File: config.mk
export PLATFORM = sky130hd
export DESIGN_NAME = jam_perm_search_flat
export DESIGN_NICKNAME = d
export VERILOG_FILES = /design/src/rtl/jam_perm_search_if.sv /design/src/rtl/jam_perm_search.sv /design/src/flat_wrapper.sv
export SDC_FILE = /design/constraint.sdc
export NUM_CORES = 1
export LEC_CHECK = 0
export CAP_MARGIN = 10
export CORE_ASPECT_RATIO = 1.25
export CORE_MARGIN = 2
export CORE_UTILIZATION = 61
export DETAILED_ROUTE_END_ITERATION = 8
export PLACE_DENSITY_LB_ADDON = 0.3
export SKIP_CTS_REPAIR_TIMING = 1
export SYNTH_ARGS = -nofsm -noshare
export SYNTH_HDL_FRONTEND = slang
export SYNTH_SLANG_ARGS = --single-unit
File: constraint.sdc
create_clock -name CLK -period 6.91 [get_ports CLK]
set_input_delay 1.0365 -clock CLK [delete_from_list [all_inputs] [get_ports CLK]]
set_output_delay 1.0365 -clock CLK [all_outputs]
set_load 0.005 [all_outputs]
File: src/rtl/jam_perm_search_if.sv
// Handshake bundle between the assignment solver and its harness (start control, cost-table lookup, results).
// BestPerm is only present when JAM_BEST_PERM_EN is defined.
interface jam_perm_search_if #(
    parameter int N    = 8,
    parameter int CW   = 7,
    parameter int CNTW = 16
);
    localparam int IW = (N > 1) ? $clog2(N) : 1;
    localparam int SW = CW + IW;

    logic            Start;
    logic            Busy;
    logic [IW-1:0]   W;
    logic [IW-1:0]   J;
    logic [CW-1:0]   Cost;
    logic [CNTW-1:0] MatchCount;
    logic [SW-1:0]   MinCost;
    logic            Valid;
`ifdef JAM_BEST_PERM_EN
    logic [N*IW-1:0] BestPerm;

    modport master (output Start, Cost, input Busy, W, J, MatchCount, MinCost, Valid, BestPerm);
    modport slave  (input Start, Cost, output Busy, W, J, MatchCount, MinCost, Valid, BestPerm);
`else
    modport master (output Start, Cost, input Busy, W, J, MatchCount, MinCost, Valid);
    modport slave  (input Start, Cost, output Busy, W, J, MatchCount, MinCost, Valid);
`endif
endinterface

File: src/rtl/jam_perm_search.sv
// Exhaustive N-worker/N-job assignment solver: walks all N! permutations in lexicographic order,
// tracking the minimum total cost and its multiplicity. Optional BestPerm output via JAM_BEST_PERM_EN.
module jam_perm_search #(
    parameter int N    = 8,
    parameter int CW   = 7,
    parameter int CNTW = 16
) (
    input  logic CLK,
    input  logic RST,
    jam_perm_search_if.slave bus
);
    localparam int IW = (N > 1) ? $clog2(N) : 1;
    localparam int SW = CW + IW;

    typedef enum logic [2:0] {IDLE, ISSUE, ACC, NEXT, DONE} state_t;

    state_t          state_q, state_d;
    logic [IW-1:0]   perm_q [N];
    logic [IW-1:0]   perm_d [N];
    logic [IW-1:0]   k_q, k_d, w_q, w_d, j_q, j_d, piv_q, piv_d;
    logic            phase_q, phase_d;
    logic [SW-1:0]   sum_q, sum_d, min_q, min_d;
    logic [CNTW-1:0] cnt_q, cnt_d;
`ifdef JAM_BEST_PERM_EN
    logic [N*IW-1:0] best_q, best_d;
`endif

    logic [SW-1:0]   total;
    logic            pivFound;
    logic [IW-1:0]   pivIdx, swapIdx, kNext, revSrc;

    assign total = sum_q + SW'(bus.Cost);
    assign kNext = k_q + 1'b1;

    // Pivot is the rightmost ascent; no ascent means the permutation is fully descending (last one).
    always_comb begin
        pivFound = 1'b0;
        pivIdx   = '0;
        swapIdx  = '0;
        for (int i = 0; i < N - 1; i++) begin
            if (perm_q[i] < perm_q[i+1]) begin
                pivFound = 1'b1;
                pivIdx   = IW'(i);
            end
        end
        for (int j = 0; j < N; j++) begin
            if (j > int'(pivIdx) && perm_q[j] > perm_q[pivIdx]) begin
                swapIdx = IW'(j);
            end
        end
    end

    always_comb begin
        state_d = state_q;
        perm_d  = perm_q;
        k_d     = k_q;
        w_d     = w_q;
        j_d     = j_q;
        piv_d   = piv_q;
        phase_d = phase_q;
        sum_d   = sum_q;
        min_d   = min_q;
        cnt_d   = cnt_q;
        revSrc  = '0;
`ifdef JAM_BEST_PERM_EN
        best_d  = best_q;
`endif
        case (state_q)
            IDLE: begin
                if (bus.Start) begin
                    for (int i = 0; i < N; i++) perm_d[i] = IW'(i);
                    cnt_d   = '0;
                    min_d   = '1;
                    sum_d   = '0;
                    k_d     = '0;
                    w_d     = '0;
                    j_d     = '0;
`ifdef JAM_BEST_PERM_EN
                    best_d  = '0;
`endif
                    state_d = ISSUE;
                end
            end
            ISSUE: begin
                // Cost arrives one cycle after its W/J, so cycle 0 only clears the running sum.
                sum_d = (k_q == '0) ? '0 : total;
                if (k_q == IW'(N - 1)) begin
                    state_d = ACC;
                end else begin
                    k_d = kNext;
                    w_d = kNext;
                    j_d = perm_q[kNext];
                end
            end
            ACC: begin
                if (total < min_q) begin
                    min_d = total;
                    cnt_d = CNTW'(1);
`ifdef JAM_BEST_PERM_EN
                    for (int w = 0; w < N; w++) best_d[w*IW +: IW] = perm_q[w];
`endif
                end else if (total == min_q && cnt_q != '1) begin
                    cnt_d = cnt_q + 1'b1;
                end
                phase_d = 1'b0;
                state_d = pivFound ? NEXT : DONE;
            end
            NEXT: begin
                if (!phase_q) begin
                    perm_d[pivIdx]  = perm_q[swapIdx];
                    perm_d[swapIdx] = perm_q[pivIdx];
                    piv_d   = pivIdx;
                    phase_d = 1'b1;
                end else begin
                    for (int t = 0; t < N; t++) begin
                        if (t > int'(piv_q)) begin
                            revSrc    = IW'(N + int'(piv_q) - t);
                            perm_d[t] = perm_q[revSrc];
                        end
                    end
                    // Position 0 is never inside the reversed suffix, so P[0] is already final.
                    k_d     = '0;
                    w_d     = '0;
                    j_d     = perm_q[0];
                    state_d = ISSUE;
                end
            end
            DONE: state_d = IDLE;
            default: state_d = IDLE;
        endcase
    end

    always_ff @(posedge CLK) begin
        if (RST) begin
            state_q <= IDLE;
            for (int i = 0; i < N; i++) perm_q[i] <= IW'(i);
            k_q     <= '0;
            w_q     <= '0;
            j_q     <= '0;
            piv_q   <= '0;
            phase_q <= 1'b0;
            sum_q   <= '0;
            min_q   <= '1;
            cnt_q   <= '0;
`ifdef JAM_BEST_PERM_EN
            best_q  <= '0;
`endif
        end else begin
            state_q <= state_d;
            perm_q  <= perm_d;
            k_q     <= k_d;
            w_q     <= w_d;
            j_q     <= j_d;
            piv_q   <= piv_d;
            phase_q <= phase_d;
            sum_q   <= sum_d;
            min_q   <= min_d;
            cnt_q   <= cnt_d;
`ifdef JAM_BEST_PERM_EN
            best_q  <= best_d;
`endif
        end
    end

    assign bus.Busy       = (state_q == ISSUE) || (state_q == ACC) || (state_q == NEXT);
    assign bus.Valid      = (state_q == DONE);
    assign bus.W          = w_q;
    assign bus.J          = j_q;
    assign bus.MatchCount = cnt_q;
    assign bus.MinCost    = min_q;
`ifdef JAM_BEST_PERM_EN
    assign bus.BestPerm   = best_q;
`endif
endmodule

File: src/flat_wrapper.sv
// flat-port wrapper written by rule: the top's interface ports become plain ports
module jam_perm_search_flat 
#(
    parameter int N    = 8,
    parameter int CW   = 7,
    parameter int CNTW = 16
)
  (CLK, RST, bus_Start, bus_Cost, bus_Busy, bus_W, bus_J, bus_MatchCount, bus_MinCost, bus_Valid);
  jam_perm_search_if #(.N(N), .CW(CW), .CNTW(CNTW)) bus_i ();
  input  logic CLK;
  input  logic RST;
  input wire logic [$bits(bus_i.Start)-1:0] bus_Start;
  input wire logic [$bits(bus_i.Cost)-1:0] bus_Cost;
  output wire logic [$bits(bus_i.Busy)-1:0] bus_Busy;
  output wire logic [$bits(bus_i.W)-1:0] bus_W;
  output wire logic [$bits(bus_i.J)-1:0] bus_J;
  output wire logic [$bits(bus_i.MatchCount)-1:0] bus_MatchCount;
  output wire logic [$bits(bus_i.MinCost)-1:0] bus_MinCost;
  output wire logic [$bits(bus_i.Valid)-1:0] bus_Valid;
  assign bus_i.Start = bus_Start;
  assign bus_i.Cost = bus_Cost;
  assign bus_Busy = bus_i.Busy;
  assign bus_W = bus_i.W;
  assign bus_J = bus_i.J;
  assign bus_MatchCount = bus_i.MatchCount;
  assign bus_MinCost = bus_i.MinCost;
  assign bus_Valid = bus_i.Valid;
  jam_perm_search #(.N(N), .CW(CW), .CNTW(CNTW)) u_core (.CLK(CLK), .RST(RST), .bus(bus_i));
endmodule
-- After elaboration in Yosys (flattened, before gate mapping)
Index checks and enable logic that the tools add are counted.
- register bits after elaboration: 73
- input bits: 10
- output and inout bits: 34
- word-level logic and storage cells: 223
- add/sub/neg operators: 11
- magnitude comparators: 41
- equality and inequality tests: 21
- multiplexer cells: 90
- bitwise operators: 11
- reduce and logical (&&, ||, !) cells: 33
- operators with widths (cell ; count):
    $mux 3 ; 46
    $bmux 3 s3 ; 10
    $bwmux 24 ; 2
    $mux 16 ; 3
    $pmux 24 s2 ; 1
    $ge 4x4->1 const B ; 10
    $mux 10 ; 4
    $not 3->4 ; 10
    $pmux 10 s2 ; 2
    $reduce_and 3->1 ; 11
    $pmux 16 s2 ; 1
    $gt 3x3->1 const A ; 8
    $mux 24 ; 1
    $gt 3x3->1 ; 7
    $lt 3x3->1 ; 7
    $mux 21 ; 1
    $ne 3x3->1 const B ; 7
    $demux 3 s3 ; 2
    $pmux 3 s3 ; 2
    $add 16x1->16 const B ; 1
    $ne 16x16->1 const B ; 1
    $gt 2x3->1 const A ; 4
    $pmux 3 s4 ; 1
    $sub 3x3->3 const B ; 4
    26 further kinds ; 61

-- Depth between registers and ports, before layout
Gate-level depths: netlist of the first run.
- depth in word-level cells: 28
- gate-level depth with buffers: 24
- mapped depth without buffers: 23

-- Least setup slack after synthesis of the first run
Ideal clock, no wire load.
- kind: input to register
- start: input bus_Cost[0]
- end: register u_core.cnt_q[13], in the netlist u_core.bus.MatchCount[13]
- arrival: 5.659 ns
- setup slack: 1.181 ns
- stages on the path: 22
- path through: ha_1 > fa_1 > a21oi_1 > nor2_1 > nor2_1 > o21bai_1 > a21oi_1 > nor2b_1 > o21ai_0 > xnor2_1 > ha_1 > nand4_1 > nor3_1 > a2111oi_1 > mux2i_1 > nor3_1 > o21bai_1 > and3_1 > or3b_2 > or2_2 > or3_1 > a21oi_1
- word-level cells in the longest chain between the ends: 5
- elaborated cells between the ends (all ways): 8
- classes of those cells: add/sub (1); order compare (1); eq/ne (2); mux (2); reduce/logical (2)
- ends and longest elaborated chain (item ; line ; text):
    start, declared ; flat_wrapper.sv:13 ; input wire logic [$bits(bus_i.Cost)-1:0] bus_Cost;
    $add 10x7->10 * ; jam_perm_search.sv:32 ; assign total = sum_q + SW'(bus.Cost);
    parallel branches: the longest is 4 deep, another holds $lt 10x10->1 ; n/a ;
    end signal, assigned ; jam_perm_search.sv:158 ; cnt_q <= cnt_d;
    end, declared ; jam_perm_search.sv:23 ; logic [CNTW-1:0] cnt_q, cnt_d;
Mark *: on every way between the ends.
A chain may end at the register's enable or synchronous reset.

-- Worst setup path in the final report of the first run
Same ends and word-level chain as after synthesis.

==> metrics, run 1 <==
status finished, final reports clean; First-pass DRT Iterations 7; Clock Tree Buf Depth 2; Final GP Congestion approximately 1.0; Worst-Margin Slew 0.931 ns; switching fraction of total power a little under a third; Routed WL about 23 mm; Post-Synth XOR/XNOR Area about 2.3%; post-synthesis compound-gate area fraction around 25%; CP Class in2reg; area leader, netlist dfxtp_1; Syn Nets approximately 890; fraction of final layout cells sized beyond drive strength 1 12.4%; I/O Pins 44; final period utilization a little over nine tenths; Synth Area in Adders ~11%; Num CTS Buffers 9; register area share after synthesis a little over a fifth; MaxCap Viol Count 0; crit path DAT approximately 6.8 ns; Synth async-reset ratio 0%; Starting Density 62.1%; Main synth FF type dfxtp_1; # DRC 0; Final #Nets roughly 910; fillers roughly 900; final core utilization a little over two thirds; final setup violation count 0; Setup crit end kind flip-flop; Root Buffer clkbuf_16; TritonCTS clock tree yes; FF+latch count, synth 73; Hold Fails Final Rpt 0; clock network fraction of total power a little over two fifths; clock latency on the worst-skew pair around 0.34 ns; Post-Synthesis Cell Area 6820 um^2; startpoint type of the worst setup path input port; crit path time final approximately 6.5 ns; final worst setup slack around 0.39 ns; fmax 0.153 GHz; largest family of logic cells by synthesized area compound AO/OA/AOI/OAI gates; Total Power 1.21 mW; Final TNS setup 0 ns; Synth Area per Inst 8.33 um^2; Max Slew Vio Count 0; P&R area growth vs syn 12.2%; Post-synth EDFFs 0; Synth area leaders dfxtp_1 (21%), ha_1 (11%), mux4_2 (9.9%), nor2_1 (4.8%), a21oi_1 (4.0%); H-tree Lvls 3; dpl ws about 0.1 ns; initial antenna violation count 0; DR vias ~7000; die width ~99 um; Seq pwr share between 30% and 40%; Final HPWL DP about 17 mm; gr ovfl total 0; CTS sink count 73; mux share of post-synthesis cell area between 10% and 20%; Worst Path Required slightly above 7 ns; vias in the first global route approximately 6800; n_diodes 0; Peak VDD IR ~0.11 mV; commonest non-fill, non-tap cell in the layout nor2_1; Core Region 11000 um^2; num rows 43; critical path peak fanout 5; distinct cell type count after synthesis 89; Slew headroom between 30% and 40%; GRT Util Overall 38.2%; Gate Count Post-Synth approximately 820; CTS clock-pin slew for the worst setup and hold paths 0.06 ns; Yosys top cell area share a little over a fifth; first-pass GRT wire length roughly 36 mm; DIE AREA between 10000 and 15000 um^2; Die Ht roughly 120 um; drt wl/cell ~23 um; combinational power share 21.7%; Int Power around 0.84 mW; largest net degree at the start of global routing 43; Power Density between 150 and 200 nW/um^2; 1st-iter DRT viols about 680; clock skew 0.00780 ns; most frequent cells in the layout nor2_1 (88), dfxtp_1 (73), nand2_1 (69); worst min path class reg2reg; Pleak just over 3 nW; Buffers on Ports 43; P_sw between 0.3 and 0.4 mW; via/cell ratio ~7.1; ANT nets after route 0; Synth Warn # 0; RSZ-0062 raised after global routing false; Simple-Gate Fraction of Synth Area between 10% and 20%
==> kinds of logic (layout without fill, tap and decap cells) <==
family	Yosys count	in the layout
and+or+nand+nor	265	265
AOI/OAI and AO/OA	236	236
buffers and inverters	100	128
DFF	73	73
muxes	66	66
adders and majority gates	61	61
xor gates and xnor gates	18	18
==> registers in the layout (all words and copies together) (netlist names) <==
name / cells
u_core.bus.J: 3
u_core.bus.MatchCount: 16
u_core.bus.MinCost: 10
u_core.k_q: 3
u_core.perm_q: 24
u_core.phase_q: 1
u_core.piv_q: 3
u_core.state_q: 3
u_core.sum_q: 10
==> area by class of cell <==
| class | instances | area [um^2] | share of cell area [%] |
|---|---|---|---|
| tap | 135 | 169 | 2.21 |
| clock buffer | 11 | 243 | 3.17 |
| multi-input combinational | 646 | 4960 | 64.8 |
| inverter | 56 | 210 | 2.75 |
| timing repair buffer | 56 | 528 | 6.90 |
| sequential | 73 | 1460 | 19.1 |
| clock inverter | 5 | 78.8 | 1.03 |
==> power by group through the flow <==
stage / logic (mW) / clock network (mW) / registers (mW)
floorplan: 0.180 / 0 / 0.439
global placement: 0.248 / 0 / 0.442
detailed placement: 0.252 / 0 / 0.443
CTS: 0.253 / 0.513 / 0.433
global route: 0.279 / 0.526 / 0.434
finish: 0.261 / 0.511 / 0.433
==> Yosys cell counts (all sizes together), types with 15 or more instances <==
library cell  number
ha                58
nand3             26
o21ai             34
nand2             70
mux4              30
nor2              89
a21oi             56
o22ai             16
inv               54
mux2i             22
nor3              20
dfxtp             73
a22oi             15
clkbuf            36
==> path summary, 6_finish.rpt <==
path	start	endpoint	slack [ns]	depth (start not counted)
min	u_core.bus.J[2]	u_core.bus.J[2]	0.50	2
min reg2reg	u_core.bus.J[2]	u_core.bus.J[2]	0.50	2
max reg2reg	u_core.perm_q[11]	u_core.perm_q[20]	0.60	20
max	bus_Cost[0]	u_core.bus.MatchCount[13]	0.39	23
==> critical path, stage by stage <==
cell	delay (ns)
clkdlybuf4s50_1	0.40
ha_1	0.22
fa_1	0.41
a21oi_1	0.17
nor2_1	0.06
nor2_1	0.16
o21bai_1	0.08
a21oi_1	0.28
nor2b_1	0.08
o21ai_0	0.23
xnor2_1	0.21
ha_1	0.31
nand4_1	0.16
nor3_1	0.08
a2111oi_1	0.65
mux2i_1	0.16
nor3_1	0.34
o21bai_1	0.18
and3_1	0.21
or3b_2	0.50
or2_2	0.34
or3_1	0.34
a21oi_1	0.17
==> through the flow <==
step                      area (um^2)  std cells  hold slack (ns)
final                            7650        982            0.505
after global routing             7650        982            0.532
after CTS                        7650        982            0.505
after detailed placement         7330        966            0.488
after global placement           7330        966            0.483
after floorplan                  6820        819            0.470
==> metal layers <==
| metal | wire length, um | part of all wire, % | up-vias | GRT usage [%] |
|---|---|---|---|---|
| li1 | - | - | 3139 | - |
| met1 | 7850 | 34 | 3329 | 41.5 |
| met2 | 11300 | 49 | 419 | 66.8 |
| met3 | 1740 | 7.6 | 118 | 5.58 |
| met4 | 1940 | 8.5 | 0 | 29.2 |
| met5 | 0 | 0 | - | 0 |
Note: power is estimated with default switching activity, not from simulation.
==> run 2, diff against run 1 <==
Settings changed: CORE_UTILIZATION 61 to 55, CTS_CLUSTER_DIAMETER from default to 150, GPL_ROUTABILITY_DRIVEN from default to 0.
==> run 2 against run 1 <==
Effect of this change: final area grew 0.16%; fmax rose by 2.9%; critical path depth shrank 1; sequential power about the same; highest routed layer unchanged; die area is 10% higher; largest power group unchanged.
==> metrics, run 2 (same netlist as run 1, synthesis figures left out) <==
met1 Use GR 34.5% (was 41.5%); Slew headroom 23.6% (was 37.9%); crit path DAT 6.60 ns (was 6.79 ns); RSZ-0062 raised after global routing false (unchanged); Most Crowded Layer GR met2 (unchanged); Top reg by flops u_core.perm_q (unchanged); most frequent cells in the layout nor2_1 (88), dfxtp_1 (73), nand2_1 (69) (unchanged); Starting Density 56.3% (was 62.1%); CP Class in2reg (unchanged); clock skew 0.00738 ns (was 0.00780 ns); DIE AREA 13300 um^2 (was 12000 um^2); die width 104 um (was 98.6 um); max FFs per register 24 (unchanged); Pleak 3.01 nW (was 3.03 nW); Routed WL 21.9 mm (was 22.8 mm); DR vias 7080 (was 7005); clock network fraction of total power 39.6% (was 42.4%); Setup crit end kind flip-flop (unchanged); num rows 45 (was 43); worst setup path startpoint bus_Cost[1] (was bus_Cost[0]); P&R area growth vs syn 12.4% (was 12.2%); FF-to-FF setup slack 0.85 ns (was 0.60 ns); met3 usage 7.04% (was 5.58%); gr ovfl total 0 (unchanged); Worst Path Required 7.17 ns (was 7.18 ns); clock latency on the worst-skew pair 0.34 ns (about the same); fmax 0.158 GHz (was 0.153 GHz); Peak VDD IR 0.118 mV (was 0.115 mV); TritonCTS clock tree yes (unchanged); startpoint type of the worst setup path input port (unchanged); I/O Pins 44 (unchanged); final period utilization 91.7% (was 94.4%); hold wc startpoint u_core.bus.J[2] (unchanged); Power Density 151 nW/um^2 (was 158 nW/um^2); switching fraction of total power 30.4% (was 30.0%); Final HPWL DP 16.0 mm (was 17.2 mm); MaxCap Viol Count 0 (unchanged); crit path time final 6.34 ns (was 6.52 ns); CTS clock-pin slew for the worst setup and hold paths 0.06 ns (about the same); hold depth 2 (unchanged); Hold Fails Final Rpt 0 (unchanged); H-tree Lvls 3 (unchanged); initial antenna violation count 0 (unchanged); GRT Util Overall 32.5% (was 38.2%); worst min path class reg2reg (unchanged); hold endpoint u_core.bus.J[2] (unchanged); Final #Nets 912 (was 911); final setup violation count 0 (unchanged); Seq pwr share 37.5% (was 36.0%); Buffers on Ports 43 (unchanged); Max Slew Vio Count 0 (unchanged); CTS sink count 73 (unchanged); Worst Hold Margin 0.505 ns (about the same); fraction of final layout cells sized beyond drive strength 1 12.4% (about the same); reg2reg path depth 22 (was 20); critical path peak fanout 5 (unchanged); Worst-Margin Slew 1.13 ns (was 0.931 ns); via/cell ratio 7.01 (was 7.13); Int Power 0.806 mW (was 0.843 mW); Final TNS setup 0 ns (unchanged); combinational power share 22.9% (was 21.7%); Root Buffer clkbuf_16 (unchanged); Core Region 12100 um^2 (was 11000 um^2); P_sw 0.351 mW (was 0.362 mW); ANT nets after route 0 (unchanged); Die Ht 129 um (was 122 um); Placed Instance Area 7370 um^2 (was 7330 um^2); first-pass GRT wire length 34.4 mm (was 35.7 mm); 1st-iter DRT viols 863 (was 675); n_diodes 0 (unchanged); vias in the first global route 6885 (was 6790); status finished, final reports clean (unchanged); fin area 7660 um^2 (was 7650 um^2); largest net degree at the start of global routing 43 (unchanged); worst r2r src u_core.perm_q[14] (was u_core.perm_q[11]); drt wl/cell 21.7 um (was 23.3 um); First-pass DRT Iterations 7 (unchanged); met2 Usage GRT 56.6% (was 66.8%); # DRC 0 (unchanged); reg2reg end u_core.perm_q[12] (was u_core.perm_q[20]); commonest non-fill, non-tap cell in the layout nor2_1 (unchanged); Clock Tree Buf Depth 2 (unchanged); Num CTS Buffers 9 (unchanged)
## run 2: cell count changes in the layout (fill, tap and decap cells not counted), sizes merged
cell and change:
clkinv -2, clkinvlp +1, buf +1, bufinv -1
## run 2: worst max-delay path by stage
stage / slack (ns) / end / depth (start not counted)
after detailed placement: 0.17 / u_core.bus.MatchCount[13] / 23
after global placement: 0.33 / u_core.bus.MatchCount[13] / 22
after floorplan: 1.18 / u_core.bus.MatchCount[13] / 22
after CTS: 0.45 / u_core.bus.MatchCount[13] / 23
final: 0.57 / u_core.bus.MatchCount[13] / 22
after global routing: 0.08 / u_core.bus.MatchCount[15] / 22
## run 2: final cells by class
cell class / instances / area (um^2)
Fill cell: 1042 / 4440
Sequential cell: 73 / 1460
Timing Repair Buffer: 57 / 536
Inverter: 56 / 210
Clock buffer: 11 / 243
Clock inverter: 3 / 42.5
Multi-Input combinational cell: 646 / 4970
Tap cell: 164 / 205
## run 2: metal layers
| layer | routed length [um] | vias up |
|---|---|---|
| li1 | - | 3119 |
| met1 | 7570 | 3273 |
| met2 | 10300 | 511 |
| met3 | 2110 | 177 |
| met4 | 1920 | 0 |
| met5 | 0 | - |
## run 2: power groups by stage
stage | Clock, mW | Sequential [mW] | Combinational [mW]
floorplan | 0 | 0.439 | 0.180
global placement | 0 | 0.443 | 0.247
detailed placement | 0 | 0.443 | 0.254
CTS | 0.462 | 0.434 | 0.255
global route | 0.480 | 0.435 | 0.280
finish | 0.458 | 0.434 | 0.265
## run 2: critical path, cell delays in order
cell             delay, ns
clkdlybuf4s50_1       0.46
ha_1                  0.32
a21o_1                0.16
a21oi_1               0.23
o21bai_1              0.10
a21oi_1               0.23
o21bai_1              0.11
a21oi_1               0.31
nor2_1                0.11
xor2_1                0.23
ha_1                  0.30
nand4_1               0.16
nor3_1                0.08
a2111oi_2             0.46
mux2i_1               0.14
nor3_1                0.31
o21bai_1              0.29
and3_1                0.26
or3b_2                0.50
or2_2                 0.33
or3_1                 0.31
a21oi_1               0.16
## run 2: stage by stage
stage / cells / utilization [%] / setup slack, ns / power [mW]
5_1_grt: 1010 / 63.3 / 0.0804 / 1.20
3_3_place_gp: 996 / 60.9 / 0.326 / 0.690
6_report: 1010 / 63.3 / 0.571 / 1.16
4_1_cts: 1010 / 63.3 / 0.452 / 1.15
2_1_floorplan: 819 / - / 1.18 / 0.619
3_5_place_dp: 996 / 60.9 / 0.171 / 0.697
==> run 3, diff against run 2 <==
Settings changed: TNS_END_PERCENT from default to 10.
==> results of run 3 <==
Same layout as run 2: the final DEF is identical, and so are final timing and power.
